<file path="config.mk">
export PLATFORM = sky130hd
export DESIGN_NAME = raster_mem_shim
export DESIGN_NICKNAME = d
export VERILOG_FILES = /design/src/rtl/raster_mem_shim.sv
export SDC_FILE = /design/constraint.sdc
export NUM_CORES = 1
export LEC_CHECK = 0
export CAP_MARGIN = 20
export CORE_ASPECT_RATIO = 0.75
export CORE_MARGIN = 3
export CORE_UTILIZATION = 45
export DETAILED_ROUTE_END_ITERATION = 10
export PLACE_DENSITY = 0.7
export SLEW_MARGIN = 5
export SYNTH_ARGS = -nofsm -noshare
export SYNTH_HDL_FRONTEND = slang
export SYNTH_SLANG_ARGS = --single-unit
</file>
<file path="constraint.sdc">
create_clock -name clk -period 5.3 [get_ports clk]
set_input_delay 1.325 -clock clk [delete_from_list [all_inputs] [get_ports clk]]
set_output_delay 1.325 -clock clk [all_outputs]
set_load 0.01 [all_outputs]
</file>
<file path="src/rtl/raster_mem_shim.sv">
//============================================================================
// Module   : raster_mem_shim
// Purpose  : Takes ADC words from the raster scan controller over a 4-phase
//            handshake (data / mem_commit / mem_finished). Each word is
//            sign-extended and written into a circular word buffer in RAM
//            through a request/acknowledge write port. The host drains the
//            ring by moving rd_idx. The raster is stalled while the ring is
//            full.
// Ports    : clk, rst (async, active high), clear (sync restart, IDLE only)
//            data, mem_commit, mem_finished  - raster handshake
//            ram_req, ram_addr, ram_wdata, ram_ack - RAM write port
//            rd_idx (host), wr_idx, full, total_words, overflow - ring status
// Options  : RASTER_MEM_SHIM_DROP_EN - when defined, a commit that arrives
//            while the ring is full is discarded and flagged in overflow,
//            instead of stalling the raster.
// Revision : 1.0 - initial release
//============================================================================
`default_nettype none

module raster_mem_shim #(
    parameter int unsigned DAT_WID   = 24,
    parameter int unsigned BUS_WID   = 32,
    parameter int unsigned ADDR_WID  = 16,
    parameter int unsigned BASE_ADDR = 0,
    parameter int unsigned BUF_WORDS = 1024
) (
    input  logic                clk,
    input  logic                rst,
    input  logic                clear,
    input  logic [DAT_WID-1:0]  data,
    input  logic                mem_commit,
    output logic                mem_finished,
    output logic                ram_req,
    output logic [ADDR_WID-1:0] ram_addr,
    output logic [BUS_WID-1:0]  ram_wdata,
    input  logic                ram_ack,
    input  logic [ADDR_WID-1:0] rd_idx,
    output logic [ADDR_WID-1:0] wr_idx,
    output logic                full,
    output logic [31:0]         total_words,
    output logic                overflow
);

    typedef enum logic [1:0] {
        S_IDLE       = 2'd0,
        S_WAIT_SPACE = 2'd1,
        S_WRITE      = 2'd2,
        S_DONE       = 2'd3
    } state_t;

    localparam logic [ADDR_WID-1:0] c_LAST_IDX = ADDR_WID'(BUF_WORDS - 1);
    localparam logic [ADDR_WID-1:0] c_BASE     = ADDR_WID'(BASE_ADDR);
    localparam logic [ADDR_WID-1:0] c_ONE      = ADDR_WID'(1);

    state_t              r_state;
    logic                r_fin;
    logic                r_req;
    logic [ADDR_WID-1:0] r_addr;
    logic [BUS_WID-1:0]  r_wdata;
    logic [ADDR_WID-1:0] r_wr_idx;
    logic [31:0]         r_total;
    logic                r_ovf;
`ifndef RASTER_MEM_SHIM_DROP_EN
    // Bit 16 set means the current stall has lasted 2^16 cycles.
    logic [16:0]         r_stall_cnt;
`endif

    logic [ADDR_WID-1:0] w_rd_eff;
    logic [ADDR_WID-1:0] w_wr_next;
    logic                w_full;

    // An out-of-range host index is treated as slot 0. One slot always stays
    // empty, so "full" means the next write slot would collide with the reader.
    always_comb begin
        w_rd_eff  = (32'(rd_idx) >= BUF_WORDS) ? '0 : rd_idx;
        w_wr_next = (r_wr_idx == c_LAST_IDX) ? '0 : (r_wr_idx + c_ONE);
        w_full    = (w_wr_next == w_rd_eff);
    end

    always_ff @(posedge clk or posedge rst) begin
        if (rst) begin
            r_state     <= S_IDLE;
            r_fin       <= 1'b0;
            r_req       <= 1'b0;
            r_addr      <= '0;
            r_wdata     <= '0;
            r_wr_idx    <= '0;
            r_total     <= '0;
            r_ovf       <= 1'b0;
`ifndef RASTER_MEM_SHIM_DROP_EN
            r_stall_cnt <= '0;
`endif
        end else begin
            case (r_state)
                S_IDLE: begin
                    if (clear) begin
                        r_wr_idx <= '0;
                        r_total  <= '0;
                        r_ovf    <= 1'b0;
                    end else if (mem_commit) begin
                        r_wdata <= BUS_WID'(signed'(data));
                        if (!w_full) begin
                            r_state <= S_WRITE;
                        end else begin
`ifdef RASTER_MEM_SHIM_DROP_EN
                            // Word is discarded; the raster still sees a
                            // normal completion so it keeps scanning.
                            r_ovf   <= 1'b1;
                            r_fin   <= 1'b1;
                            r_state <= S_DONE;
`else
                            r_stall_cnt <= '0;
                            r_state     <= S_WAIT_SPACE;
`endif
                        end
                    end
                end

                S_WAIT_SPACE: begin
                    if (!w_full) begin
                        r_state <= S_WRITE;
                    end
`ifndef RASTER_MEM_SHIM_DROP_EN
                    else if (!r_stall_cnt[16]) begin
                        r_stall_cnt <= r_stall_cnt + 17'd1;
                    end else begin
                        r_ovf <= 1'b1;
                    end
`endif
                end

                S_WRITE: begin
                    // First WRITE cycle launches the request; the address is
                    // captured here and held until the acknowledge.
                    if (!r_req) begin
                        r_req  <= 1'b1;
                        r_addr <= c_BASE + r_wr_idx;
                    end else if (ram_ack) begin
                        r_req    <= 1'b0;
                        r_wr_idx <= w_wr_next;
                        if (r_total != 32'hFFFF_FFFF) begin
                            r_total <= r_total + 32'd1;
                        end
                        r_fin    <= 1'b1;
                        r_state  <= S_DONE;
                    end
                end

                S_DONE: begin
                    // A commit dropped early lands here immediately after the
                    // write completes, which is the intended recovery.
                    if (!mem_commit) begin
                        r_fin   <= 1'b0;
                        r_state <= S_IDLE;
                    end
                end

                default: r_state <= S_IDLE;
            endcase
        end
    end

    assign mem_finished = r_fin;
    assign ram_req      = r_req;
    assign ram_addr     = r_addr;
    assign ram_wdata    = r_wdata;
    assign wr_idx       = r_wr_idx;
    assign full         = w_full;
    assign total_words  = r_total;
    assign overflow     = r_ovf;

endmodule

`default_nettype wire
</file>
Yosys cells after proc, flatten, opt, wreduce, memory -nomap -nowiden
Cells that the tools add are included.
Widths: inputs -> output; s select.
{ "totals": {"ff_bits": 110, "inputBits": 45, "out_inout_bits": 100} }
{ "classes": {"n_addsub": 3, "order_cmp": 1, "n_eq_ne": 18, "n_mux": 35, "bitwise_logic": 2, "n_reduce_logical": 13} }
{ "op_table": {"columns": ["op", "count"], "rows": [
  ["$mux 32", 4],
  ["$mux 17", 5],
  ["$mux 16", 5],
  ["$pmux 32 s2", 1],
  ["$pmux 17 s2", 1],
  ["$add 32x1->32 const B", 1],
  ["$ne 32x32->1 const B", 1],
  ["$pmux 16 s2", 1],
  ["$ne 2x2->1 const B", 12],
  ["$add 17x1->17 const B", 1],
  ["$add 16x1->16 const B", 1],
  ["$eq 16x10->1 const B", 1],
  ["$eq 16x16->1", 1],
  ["$ge 16x11->1 const B", 1],
  ["$mux 2", 7],
  ["$reduce_and 4->1", 3],
  ["$reduce_and 6->1", 2],
  ["$reduce_and 5->1", 2],
  ["$mux 1", 8],
  ["$pmux 2 s4", 1],
  ["$reduce_bool 2->1", 3],
  ["$eq 2x2->1 const B", 2],
  ["$pmux 1 s2", 2],
  ["$reduce_and 3->1", 1],
  ["other kinds (4)", 5]
]} }

Longest topological paths before layout
{ "logic_depth": {"depth_word": 7, "ltp_mapped": 12} }

Least setup slack after synthesis
No wires, ideal clock.
{ "synth_timing": {"kind": "input -> output", "from": "input port rd_idx[15]", "to": "output port full", "t_arrival_ns": 3.093, "slack_ns": 0.882, "stages": 6, "n_path_buf": 0, "path_cell_list": "or4_4 -> or3_1 -> nand2_1 -> o211ai_1 -> a22o_1 -> nor4_1"} }
{ "synth_between": {"elab_chain_cells": 3} }
{ "synth_lines": {"columns": ["item", "line_no", "text"], "rows": [
  ["from (decl)", "37", "input logic [ADDR_WID-1:0] rd_idx,"],
  ["$ge 16x11->1", "75", "w_rd_eff = (32'(rd_idx) >= BUF_WORDS) ? '0 : rd_idx;"],
  ["$mux 16 (*)", "75", null],
  ["$eq 16x16->1 (*)", "77", "w_full = (w_wr_next == w_rd_eff);"],
  ["to (decl)", "39", "output logic full,"]
]} }
Every way passes the cells marked *; elsewhere a longest branch is shown, timed or not.

Worst setup path in the final report
Ends and elaborated chain as after synthesis.

==> impl_metrics.yaml <==
drt:
  wl_per_cell_um: 17.6
  route.detailed.drc: 0
  wirelength_um: 16800
  drt_pass1_iterations: 5
  postRouteAntennaNets: 0
  drt-initial-drc-count: 546
  viasPerCell: 5.71
  num_vias: 5456
synthesis:
  synth_edf_count: 0
  yosysTopAreaCell: "dfrtp_1"
  mappedNetlistArea_um2: 6060
  synth_ff_type: "dfrtp_1"
  ys_types: 64
  synth_top_area_share_pct: 45.4
  synth_area_leaders: "dfrtp_1 45%, mux2_2 7.1%, nand2_1 4.5%, o21ai_0 3.6%, nor2_1 3.3%"
  synth_cells: 646
  synth_seq_area_share_pct: 45.4
  yosys_warnings: 0
  ys_ff_latch: 110
  syn_avg_cell_area_um2: 9.38
  syn-num-nets: 698
  async_flop_share_pct: 100
global_route:
  grt_usage_pct: 22.9
  grt_overflow: 0
  antenna_found_initial: 0
  grt_max_degree: 46
  first_global_vias: 5258
  grt_pass1_wl_um: 27700
timing:
  worst_pin_slew_ns: 0.880
  setup_viol: 0
  skew_ns: 0.00602
  slew_headroom_pct: 41.3
  rsz0062_at_grt: "no"
  hold_violations: 0
  finalSetupTns_ns: 0
  fmaxAchievable_mhz: 194
  layout_min_cycle_time_ns: 5.15
  maxSlewViolCount: 0
  min_period_over_period_pct: 97.2
worst_setup_path:
  critPathMaxFanout: 3
  required_ns: 3.97
  path_class: "primary input to output port"
  endpoint_kind: "output port"
  start_kind: "primary input"
  worstPathArrival_ns: 3.83
layout:
  diodes: 0
  mostFrequentLayoutCell: "clkdlybuf4s50_1"
  fin_util_pct: 60.9
  nNetsFinal: 831
  filler_cell_count: 1121
  drive_gt1_share_pct: 10.8
  layout_common_cells: "143 x clkdlybuf4s50_1, 110 x dfrtp_1, 73 x nand2_1"
  syn2layout_area_growth_pct: 31.4
placement:
  portBuffers: 144
  place.detailed.hpwl_um: 12500
  place_congestion: 0.948
pwr:
  seqPwrFrac_pct: 36.2
  p_switching_w: 0.00120
  ir_drop_v: 0.000290
  leakagePower_nw: 3.32
  power-per-cell-area_nw_per_um2: 408
  p_int_w: 0.00206
  pwr-share-comb_pct: 42.5
  clockPowerShare_pct: 21.3
  swShare_pct: 36.8
clock_network:
  clock_path_buffers: 2
  cts_hold_buf: 0
  cts_tree: "yes"
  htreeDepth: 3
  root_buffer: "clkbuf_16"
  cts_sinks: 110
  cts.clk_slew.worst_paths_ns: 0.07
  clk_latency_ns: 0.35
  cts_buffers: 9
floorplan:
  core_area_um2: 13100
  die_height_um: 106
  dieWidth_um: 140
  io_pins: 145
  start_util_pct: 46.4
  dieArea_um2: 14900
  core.rowCount: 36
run_status:
  status: "complete, no violations"
worst_hold_path:
  hold_class: "flop to flop"
run:
  maxCapViolCount: 0
-- metrics by stage --
step	cells	worst slack [ns]	power, W	cell area, um2	hold WS, ns
after floorplan	646	0.882	0.00195	6060	0.454
after global placement	938	-0.0516	0.00254	7630	0.472
after global routing	955	0.0319	0.00346	7960	0.522
final	955	0.147	0.00325	7960	0.500
after CTS	954	0.170	0.00328	7930	0.501
after detailed placement	938	-0.0741	0.00257	7630	0.492
-- layout make-up --
class                      instances  area, um2  share of cell area (%)
clock inverter                     5       57.6                   0.723
timing repair buffer             162       1600                    20.0
tap                              171        214                    2.69
multi-input combinational        476       3020                    37.9
sequential                       110       2750                    34.6
clock buffer                      11        243                    3.05
inverter                          20       77.6                   0.975
-- state kept, by name, indices dropped and copies added, names as in the netlist --
signal        cells
mem_finished      1
overflow          1
r_stall_cnt      17
r_state           2
ram_addr         16
ram_req           1
ram_wdata        24
total_words      32
wr_idx           16
-- cells in the mapped netlist, drive strengths merged (3+ instances only) --
cell      n
o21ai    55
o31ai    21
nor3     19
clkbuf   20
nand2b   13
nor2     53
or2       3
a22o      6
a21oi    18
nor4      9
inv      20
dfrtp   110
xor2     15
and4      5
ha        7
nand4    19
and3     16
mux2     38
or3      13
or4       4
buf      20
nand3    35
xnor2    10
nand2    73
o211ai    5
-- repair_timing --
action	4_1_cts	5_1_grt
buffers inserted	0	0
gates resized for setup	1	0
endpoints found under the setup margin	1	0
-- path summary, 6_finish.rpt --
path | startpoint | end | slack (ns) | cells after the start
worst max-delay path | rd_idx[15] | full | 0.15 | 9
worst min-delay path | r_stall_cnt[9] | r_stall_cnt[9] | 0.50 | 1
worst max register to register | wr_idx[1] | r_stall_cnt[8] | 1.43 | 9
worst min register to register | r_stall_cnt[9] | r_stall_cnt[9] | 0.50 | 1
max in group asynchronous | rst | ram_addr[13] | 3.04 | 3
min in group asynchronous | rst | ram_wdata[23] | 1.39 | 2
-- logic make-up after synthesis --
kind of cell	after synthesis	share of synthesized area [%]
compound gates	132	13.8
xor+xnor	27	4.36
fa+ha+maj	7	1.45
buf+inv	60	4.71
flops	110	45.4
mux	40	7.39
simple gates	270	22.9
-- power by group through the flow --
| stage | clock (W) | combinational (W) | sequential (W) |
|---|---|---|---|
| after floorplan | 0 | 0.000736 | 0.00121 |
| after global placement | 0 | 0.00136 | 0.00118 |
| after detailed placement | 0 | 0.00138 | 0.00119 |
| after CTS | 0.000716 | 0.00138 | 0.00118 |
| after global routing | 0.000743 | 0.00151 | 0.00121 |
| final | 0.000693 | 0.00138 | 0.00118 |
-- routing by layer --
| layer | part of all wire, % | up-vias | track usage (%) | wire, um |
|---|---|---|---|---|
| met5 | 0 | - | 0 | 0 |
| met4 | 1.3 | 0 | 5.60 | 215 |
| met3 | 6.8 | 19 | 5.89 | 1140 |
| met2 | 45 | 185 | 34.4 | 7560 |
| met1 | 47 | 2661 | 33.3 | 7930 |
| li1 | - | 2591 | - | - |
-- worst max-delay path: stages --
cell             delay, ns
clkdlybuf4s50_1       0.43
or4_4                 0.56
or3_1                 0.38
nand2_1               0.11
o21ai_0               0.12
a22o_1                0.24
nor4_1                0.24
buf_4                 0.16
dlygate4sd2_1         0.27
Note: power is estimated with default switching activity, not from simulation.
